File: src/rtl/soc_tick_cnt_wb.sv
// soc_tick_cnt_wb: counts E1 RX/TX and USB SOF tick strobes, timestamps each
// SOF against a free-running cycle counter, and exposes everything (plus a
// firmware-triggered snapshot) on a small Wishbone register window.
//
// Wishbone handshake: an access is accepted on an edge where wb_cyc is high
// and wb_ack is low. That edge raises wb_ack for exactly one cycle, registers
// wb_rdata (the selected value as it was before the edge), and commits any
// write. wb_rdata is 0 whenever wb_ack is low. A master that keeps wb_cyc high
// gets one ack every two cycles.
module soc_tick_cnt_wb #(
    parameter int E1_N = 1
) (
    input  logic            clk,
    input  logic            rst_n,
    input  logic [E1_N-1:0] tick_e1_rx,
    input  logic [E1_N-1:0] tick_e1_tx,
    input  logic            tick_usb_sof,
    input  logic [2:0]      wb_addr,
    output logic [31:0]     wb_rdata,
    input  logic [31:0]     wb_wdata,
    input  logic            wb_we,
    input  logic            wb_cyc,
    output logic            wb_ack
);

    // Strobes widened to two channels; channel 1 is tied off when absent.
    logic [1:0] rx_tick;
    logic [1:0] tx_tick;

    generate
        if (E1_N == 2) begin : g_two_ch
            assign rx_tick = tick_e1_rx;
            assign tx_tick = tick_e1_tx;
        end else begin : g_one_ch
            assign rx_tick = {1'b0, tick_e1_rx};
            assign tx_tick = {1'b0, tick_e1_tx};
        end
    endgenerate

    // Only the two command bits of the CSR are meaningful.
    logic unused_wdata;
    assign unused_wdata = ^wb_wdata[31:2];

    logic [15:0] rx_cnt_q [2];
    logic [15:0] rx_cnt_d [2];
    logic [15:0] tx_cnt_q [2];
    logic [15:0] tx_cnt_d [2];
    logic [15:0] sof_cnt_q, sof_cnt_d;
    logic [31:0] sof_ts_q, sof_ts_d;
    logic [31:0] cyc_cnt_q, cyc_cnt_d;
    logic [15:0] sh_rx0_q, sh_rx0_d;
    logic [15:0] sh_tx0_q, sh_tx0_d;
    logic [15:0] sh_rx1_q, sh_rx1_d;
    logic [15:0] sh_sof_q, sh_sof_d;
    logic        ack_q, ack_d;
    logic [31:0] rdata_q, rdata_d;

    logic        acc;
    logic        csr_wr;
    logic        clr;
    logic        snap;
    logic [31:0] rd_sel;

    // Bus decode: accepted access, CSR write and its two command bits.
    always_comb begin
        acc    = wb_cyc & ~ack_q;
        csr_wr = acc & wb_we & (wb_addr == 3'd7);
        clr    = csr_wr & wb_wdata[0];
        snap   = csr_wr & wb_wdata[1];
    end

    // Counter updates; a clear restarts from 0 but still counts a same-edge tick.
    always_comb begin
        for (int i = 0; i < 2; i++) begin
            rx_cnt_d[i] = (clr ? 16'd0 : rx_cnt_q[i]) + {15'd0, rx_tick[i]};
            tx_cnt_d[i] = (clr ? 16'd0 : tx_cnt_q[i]) + {15'd0, tx_tick[i]};
        end
        sof_cnt_d = (clr ? 16'd0 : sof_cnt_q) + {15'd0, tick_usb_sof};
        sof_ts_d  = tick_usb_sof ? cyc_cnt_q : (clr ? 32'd0 : sof_ts_q);
        cyc_cnt_d = cyc_cnt_q + 32'd1;
    end

    // Snapshot copies the pre-edge (and therefore pre-clear) counter values.
    always_comb begin
        sh_rx0_d = snap ? rx_cnt_q[0] : sh_rx0_q;
        sh_tx0_d = snap ? tx_cnt_q[0] : sh_tx0_q;
        sh_rx1_d = snap ? rx_cnt_q[1] : sh_rx1_q;
        sh_sof_d = snap ? sof_cnt_q   : sh_sof_q;
    end

    // Read mux and ack generation; rdata is only non-zero in the ack cycle.
    always_comb begin
        rd_sel = 32'd0;
        case (wb_addr)
            3'd0:    rd_sel = {tx_cnt_q[0], rx_cnt_q[0]};
            3'd1:    rd_sel = (E1_N == 2) ? {tx_cnt_q[1], rx_cnt_q[1]} : 32'd0;
            3'd2:    rd_sel = {16'd0, sof_cnt_q};
            3'd3:    rd_sel = sof_ts_q;
            3'd4:    rd_sel = cyc_cnt_q;
            3'd5:    rd_sel = {sh_tx0_q, sh_rx0_q};
            3'd6:    rd_sel = {sh_sof_q, ((E1_N == 2) ? sh_rx1_q : 16'd0)};
            default: rd_sel = 32'd0;
        endcase
        ack_d   = acc;
        rdata_d = acc ? rd_sel : 32'd0;
    end

    // State registers; reset clears everything including an in-flight ack.
    always_ff @(posedge clk or negedge rst_n) begin
        if (!rst_n) begin
            for (int i = 0; i < 2; i++) begin
                rx_cnt_q[i] <= 16'd0;
                tx_cnt_q[i] <= 16'd0;
            end
            sof_cnt_q <= 16'd0;
            sof_ts_q  <= 32'd0;
            cyc_cnt_q <= 32'd0;
            sh_rx0_q  <= 16'd0;
            sh_tx0_q  <= 16'd0;
            sh_rx1_q  <= 16'd0;
            sh_sof_q  <= 16'd0;
            ack_q     <= 1'b0;
            rdata_q   <= 32'd0;
        end else begin
            for (int i = 0; i < 2; i++) begin
                rx_cnt_q[i] <= rx_cnt_d[i];
                tx_cnt_q[i] <= tx_cnt_d[i];
            end
            sof_cnt_q <= sof_cnt_d;
            sof_ts_q  <= sof_ts_d;
            cyc_cnt_q <= cyc_cnt_d;
            sh_rx0_q  <= sh_rx0_d;
            sh_tx0_q  <= sh_tx0_d;
            sh_rx1_q  <= sh_rx1_d;
            sh_sof_q  <= sh_sof_d;
            ack_q     <= ack_d;
            rdata_q   <= rdata_d;
        end
    end

    assign wb_ack   = ack_q;
    assign wb_rdata = rdata_q;

endmodule

File: config.mk
export PLATFORM = sky130hd
export DESIGN_NAME = soc_tick_cnt_wb
export DESIGN_NICKNAME = d
export VERILOG_FILES = /design/src/rtl/soc_tick_cnt_wb.sv
export SDC_FILE = /design/constraint.sdc
export NUM_CORES = 1
export LEC_CHECK = 0
export CORE_ASPECT_RATIO = 1.5
export CORE_MARGIN = 4
export CORE_UTILIZATION = 43
export DETAILED_ROUTE_END_ITERATION = 12
export PLACE_DENSITY = 0.73
export SYNTH_ARGS = -nofsm -noshare
export SYNTH_HDL_FRONTEND = slang
export SYNTH_SLANG_ARGS = --single-unit
File: constraint.sdc
create_clock -name clk -period 4.6 [get_ports clk]
set_clock_uncertainty 0.15 [all_clocks]
set_input_delay 1.15 -clock clk [delete_from_list [all_inputs] [get_ports clk]]
set_output_delay 1.15 -clock clk [all_outputs]
set_load 0.01 [all_outputs]
==> results of run 1 <==
cell families after synthesis:
family / synth area share (%)
xor gates and xnor gates: 5.74
muxes: 8.42
adders and majority gates: 0.989
buffers and inverters: 3.05
DFF: 54.5
AOI/OAI and AO/OA: 11.6
and+or+nand+nor: 15.6
registers in the layout (all words and copies together) (netlist names):
register,flops
tx_cnt_q,16
sh_rx0_q,16
cyc_cnt_q,32
sh_sof_q,16
sof_cnt_q,16
rx_cnt_q,16
sh_tx0_q,16
wb_ack,1
wb_rdata,32
sof_ts_q,32
synth_stat cells (12+ instances only):
cell / instances / area share, %
nand3_1: 32 / 1.8
dfrtp_1: 193 / 55
nor2_1: 34 / 1.4
a21o_1: 16 / 1.4
mux2i_1: 16 / 1.8
nand2_1: 116 / 4.9
mux2_1: 48 / 6.1
buf_2: 21 / 1.2
o21ai_1: 33 / 1.9
nand4_1: 22 / 1.6
and2_1: 24 / 1.7
o221ai_1: 12 / 1.2
clkbuf_1: 28 / 1.2
xor2_1: 29 / 2.9
a221oi_1: 16 / 1.6
a21oi_1: 29 / 1.6
xnor2_1: 29 / 2.9
a22oi_1: 32 / 2.7
how the worst max path moves through the flow:
stage                    start                endpoint  slack, ns  depth (start not counted)
floorplan           wb_addr[0]  rx_cnt_q[28]$_DFF_PN0_       1.16                         11
global placement    wb_addr[0]  rx_cnt_q[30]$_DFF_PN0_       0.67                         10
detailed placement  wb_addr[1]  rx_cnt_q[30]$_DFF_PN0_       0.63                         10
CTS                 wb_addr[1]  rx_cnt_q[30]$_DFF_PN0_       1.08                         10
global route        wb_addr[0]  rx_cnt_q[30]$_DFF_PN0_       0.85                         10
finish              wb_addr[0]  rx_cnt_q[30]$_DFF_PN0_       1.10                         10
power by group through the flow:
stage	registers, mW	logic, mW	clock network [mW]
2_1_floorplan	1.95	0.279	0
3_3_place_gp	2.02	0.386	0
3_5_place_dp	2.02	0.399	0
4_1_cts	1.99	0.401	1.58
5_1_grt	2.01	0.445	1.66
6_report	1.99	0.396	1.56
per-stage QoR:
stage	worst slack [ns]	total power, mW
floorplan	1.16	2.23
global placement	0.674	2.40
detailed placement	0.632	2.42
CTS	1.08	3.97
global route	0.855	4.11
finish	1.10	3.95
layer usage:
metal,routed length [um],vias up,global-route usage (%)
met5,0,-,0
met4,595,0,7.03
met3,709,39,3.72
met2,11200,156,33.5
met1,8320,3285,22.9
li1,-,2968,-
area by class of cell:
type	count	area (um^2)	share of cell area [%]
sequential	193	4830	47.5
clock buffer	18	439	4.32
tap	264	330	3.25
multi-input combinational	567	3760	37.0
clock inverter	14	178	1.75
inverter	7	26.3	0.258
timing repair buffer	66	612	6.01
critical path, delay by kind of cell:
kind                     cells  cell delay (ns)
AND/OR/NAND/NOR              6             1.52
buffers and inverters        2             0.71
adder cells (fa/ha/maj)      1             0.18
AO/OA/AOI/OAI                1             0.14
cell usage in the layout, fill, tap and decap left out, types with 22 or more instances in the layout:
cell type / netlist / routed
xnor2_1: 29 / 29
a21oi_1: 29 / 29
a22oi_1: 32 / 32
mux2_1: 48 / 48
nor2_1: 34 / 34
nand4_1: 22 / 22
o21ai_1: 33 / 33
clkdlybuf4s50_1: 0 / 41
nand2_1: 116 / 116
xor2_1: 29 / 29
and2_1: 24 / 24
dfrtp_1: 193 / 193
nand3_1: 32 / 32
==> out/metrics.yaml, run 1 <==
status: "finished clean"
critPathArrivalTime_ns: 3.71
power.leakage_nw: 4.56
ys_ff_latch: 193
grt_max_degree: 102
die_area_um2: 23000
cts_tree: "yes"
ir_drop_v: 0.000245
cts.sinks: 193
worstMarginPinSlew_ns: 0.817
min_period_ns: 3.50
clock.fmax_ghz: 0.286
hold_class: "reg -> reg"
crit_type: "in -> reg"
cpMostUsedCell: "nand3_1"
synth_edf_count: 0
rr_endpoint: "rx_cnt_q[30]$_DFF_PN0_"
power.share.clock_pct: 39.4
fin_area_um2: 10200
setup_violations: 0
antenna_cells: 0
die_width_um: 125
hold_depth: 1
vias: 6448
syn_inst: 821
fin_crit_sh_pct: 76.1
grt_pass1_vias: 6401
switching_share_pct: 26.8
cts_inserted_buffers: 17
io_pins: 75
grt_setup_unrepaired: "no"
syn-cell-area_um2: 8860
grt_pass1_wl_um: 34600
cts_setup_buffers: 0
cts_resized: 0
antenna_found_initial: 0
hold_path_end: "sh_rx0_q[5]$_DFFE_PN0P_"
slew_headroom_pct: 45.6
ys_seq_area_share_pct: 54.5
worst_hold_slack_ns: 0.341
critical_path.max_fanout: 20
crit_slowest_cell: "clkdlybuf4s50_1"
wl_um: 20800
comb_power_share_pct: 10.0
clkTransAtPathRegs_ns: 0.07
firstDrtPassIters: 5
nets: 901
track_usage_pct: 18.9
n_fill_cell: 1848
dp_hpwl_um: 14400
yosys_warnings: 0
avgSynthCellArea_um2: 10.8
finalWeightedCongestion: 0.831
drv_cap: 0
areaGrowthSynthToFinish_pct: 14.9
insertion_delay_ns: 0.44
max_stage_delay_ns: 0.41
initialDrtViolationCount: 466
wl_per_cell_um: 18.5
worstRegToRegCells: 9
start_util_pct: 43.5
cts_root_buffer: "clkbuf_16"
syn-num-nets: 870
synthArstFlopShare_pct: 100
hold_buffers: 0
num_rows: 64
numPortBuffers: 44
cp_cell_sequence: "clkdlybuf4s50_1, and4b_1, nand3_1, buf_4, and2_1, ha_1, and3_1, nand3_1, or3_1, a21oi_1"
ant_nets: 0
drive_gt1_share_pct: 7.75
ys.flop_type: "dfrtp_1"
setup_tns_ns: 0
hold_viol_final: 0
dp_cells: 1097
seqPwrFrac_pct: 50.5
rrSetupSlack_ns: 1.88
cts_buffer_depth: 2
viasPerCell: 5.71
synth.distinct_cells: 43
final_util_pct: 50.0
critPathRequiredTime_ns: 4.81
holdCritStartpoint: "sh_rx0_q[5]$_DFFE_PN0P_"
powerDensity_nw_per_um2: 388
instances_no_fill: 1129
slew_viol_final: 0
core_um2: 20300
r2r_start: "wb_ack$_DFF_PN0_"
cp-start-kind: "input pin"
switchingPower_mw: 1.06
die_h_um: 184
placed_area_um2: 9560
p_int_mw: 2.89
cts_max_level: 4
critPathCaptureType: "flop"
drc: 0
overflow: 0
Power figures use the tool's default switching activity.
==> run 2, diff against run 1 <==
- clock period: 4.6 -> 3.5 ns (I/O delays scaled with it)
==> out/metrics.yaml, run 2 (synthesis gave the netlist of run 1 again) <==
core_um2: 20300  # unchanged
worst_hold_slack_ns: 0.319  # -0.0220 ns
min_period_ns: 3.14
rrSetupSlack_ns: 0.81  # -1.07 ns
powerDensity_nw_per_um2: 505  # +30%
dp_hpwl_um: 14800  # +3.2%
viasPerCell: 5.72  # +0.13%
critical_path.max_fanout: 6  # -70%
grt_pass1_vias: 6613  # +3.3%
critPathCaptureType: "flop"
hold_buffers: 0  # unchanged
n_fill_cell: 1821  # -1.5%
cts_setup_buffers: 0  # unchanged
drive_gt1_share_pct: 9.01  # +1.3 points
clkTransAtPathRegs_ns: 0.07  # about the same
power.leakage_nw: 4.62  # +1.4%
crit_start: "wb_addr[0]"
fin_crit_sh_pct: 89.8
cp-start-kind: "input pin"
placed_area_um2: 9660  # +1.0%
setup_violations: 0  # unchanged
use_met2_pct: 34.9  # +1.5 points
cts_inserted_buffers: 17  # unchanged
wl_um: 21800  # +4.6%
worst_slack_ns: 0.357  # -0.741 ns
mostFrequentLayoutCells: "dfrtp_1 (193), nand2_1 (116), mux2_1 (48)"
dp_slack_ns: -0.0415  # -0.673 ns
numPortBuffers: 44  # unchanged
crit_end: "rx_cnt_q[30]$_DFF_PN0_"
clock.fmax_ghz: 0.318
drv_cap: 0  # unchanged
hold_class: "in -> async"
die_area_um2: 23000  # unchanged
drc: 0  # unchanged
worstRegToRegCells: 9  # unchanged
fin_area_um2: 10300  # +0.87%
start_util_pct: 43.5  # unchanged
io_pins: 75  # unchanged
antenna_cells: 0  # unchanged
insertion_delay_ns: 0.44  # about the same
num_rows: 64  # unchanged
worstMarginPinSlew_ns: 0.803  # -0.0138 ns
setup_tns_ns: 0  # unchanged
gr-usage-met1_pct: 22.4  # -0.48 points
multi_input_area_um2: 3760  # unchanged
status: "finished clean"
track_usage_pct: 19.3  # +0.37 points
cts_tree: "yes"
ant_nets: 0  # unchanged
cts.sinks: 193  # unchanged
rr_endpoint: "rx_cnt_q[30]$_DFF_PN0_"
overflow: 0  # unchanged
finalWeightedCongestion: 0.845  # +1.7%
cts_max_level: 4  # unchanged
instances_no_fill: 1141  # +1.1%
hold_viol_final: 0  # unchanged
grt_max_degree: 88  # -14%
grt.busiest_layer: "met2"
grt_pass1_wl_um: 35200  # +1.8%
wl_per_cell_um: 19.1  # +3.5%
r2r_start: "wb_ack$_DFF_PN0_"
dp_cells: 1110  # +1.2%
final_common_cell: "dfrtp_1"
nets: 914  # +1.4%
cts_buffer_depth: 2  # unchanged
grt_setup_unrepaired: "no"
antenna_found_initial: 0  # unchanged
slew_headroom_pct: 46.1  # +0.52 points
vias: 6525  # +1.2%
met3_usage_pct: 3.02  # -0.70 points
ir_drop_v: 0.000510  # +110%
critPathArrivalTime_ns: 3.36  # -0.35 ns
cts_root_buffer: "clkbuf_16"
seq_area_um2: 4830  # unchanged
die_width_um: 125  # unchanged
critPathRequiredTime_ns: 3.72  # -1.09 ns
crit_type: "in -> reg"
slew_viol_final: 0  # unchanged
die_h_um: 184  # unchanged
firstDrtPassIters: 5  # unchanged
cts_resized: 0  # unchanged
initialDrtViolationCount: 559  # +20%
areaGrowthSynthToFinish_pct: 15.9
## run 2: area by class of cell
class | instances | area share [%]
flip-flops and latches | 193 | 47.0
multi-input cells | 567 | 36.6
repair buffers | 79 | 6.91
clock buffers | 19 | 4.41
well taps | 264 | 3.22
clock inverters | 12 | 1.51
inverters | 7 | 0.256
## run 2: worst min-delay path by stage
stage	startpoint	end	slack, ns	depth (start not counted)
after global routing	sh_sof_q[1]$_DFFE_PN0P_	sh_sof_q[1]$_DFFE_PN0P_	0.35	1
after floorplan	sh_rx0_q[11]$_DFFE_PN0P_	sh_rx0_q[11]$_DFFE_PN0P_	0.31	1
after global placement	sh_rx0_q[5]$_DFFE_PN0P_	sh_rx0_q[5]$_DFFE_PN0P_	0.32	1
final	rst_n	cyc_cnt_q[30]$_DFF_PN0_	0.32	1
after detailed placement	sh_rx0_q[5]$_DFFE_PN0P_	sh_rx0_q[5]$_DFFE_PN0P_	0.33	1
after CTS	rst_n	cyc_cnt_q[30]$_DFF_PN0_	0.34	1
## run 2: per-stage QoR
step	util [%]	power (mW)
4_1_cts	50.5	5.22
3_5_place_dp	47.5	3.20
2_1_floorplan	-	2.93
3_3_place_gp	47.5	3.17
6_report	50.5	5.19
5_1_grt	50.5	5.40
## run 2: layer usage
layer / vias to the layer above / share of wire, %
met5: - / 0
met4: 0 / 3.7
met3: 48 / 3.2
met2: 175 / 53
met1: 3304 / 40
li1: 2998 / -
## run 2: worst max-delay path, stage by stage
cell and delay (ns):
clkdlybuf4s50_1 0.41, and4b_1 0.25, nand3_1 0.22, and2_1 0.17, ha_1 0.21, ha_1 0.20
and3_1 0.23, nand3_1 0.25, or3_1 0.39, a21oi_1 0.16
## run 2: report_power, final
part | switching [mW] | internal [mW] | total, mW | leakage, nW
clock | 0.857 | 1.16 | 2.02 | 0.296
combinational | 0.300 | 0.246 | 0.546 | 1.70
sequential | 0.217 | 2.41 | 2.62 | 2.62
total | 1.37 | 3.81 | 5.19 | 4.62
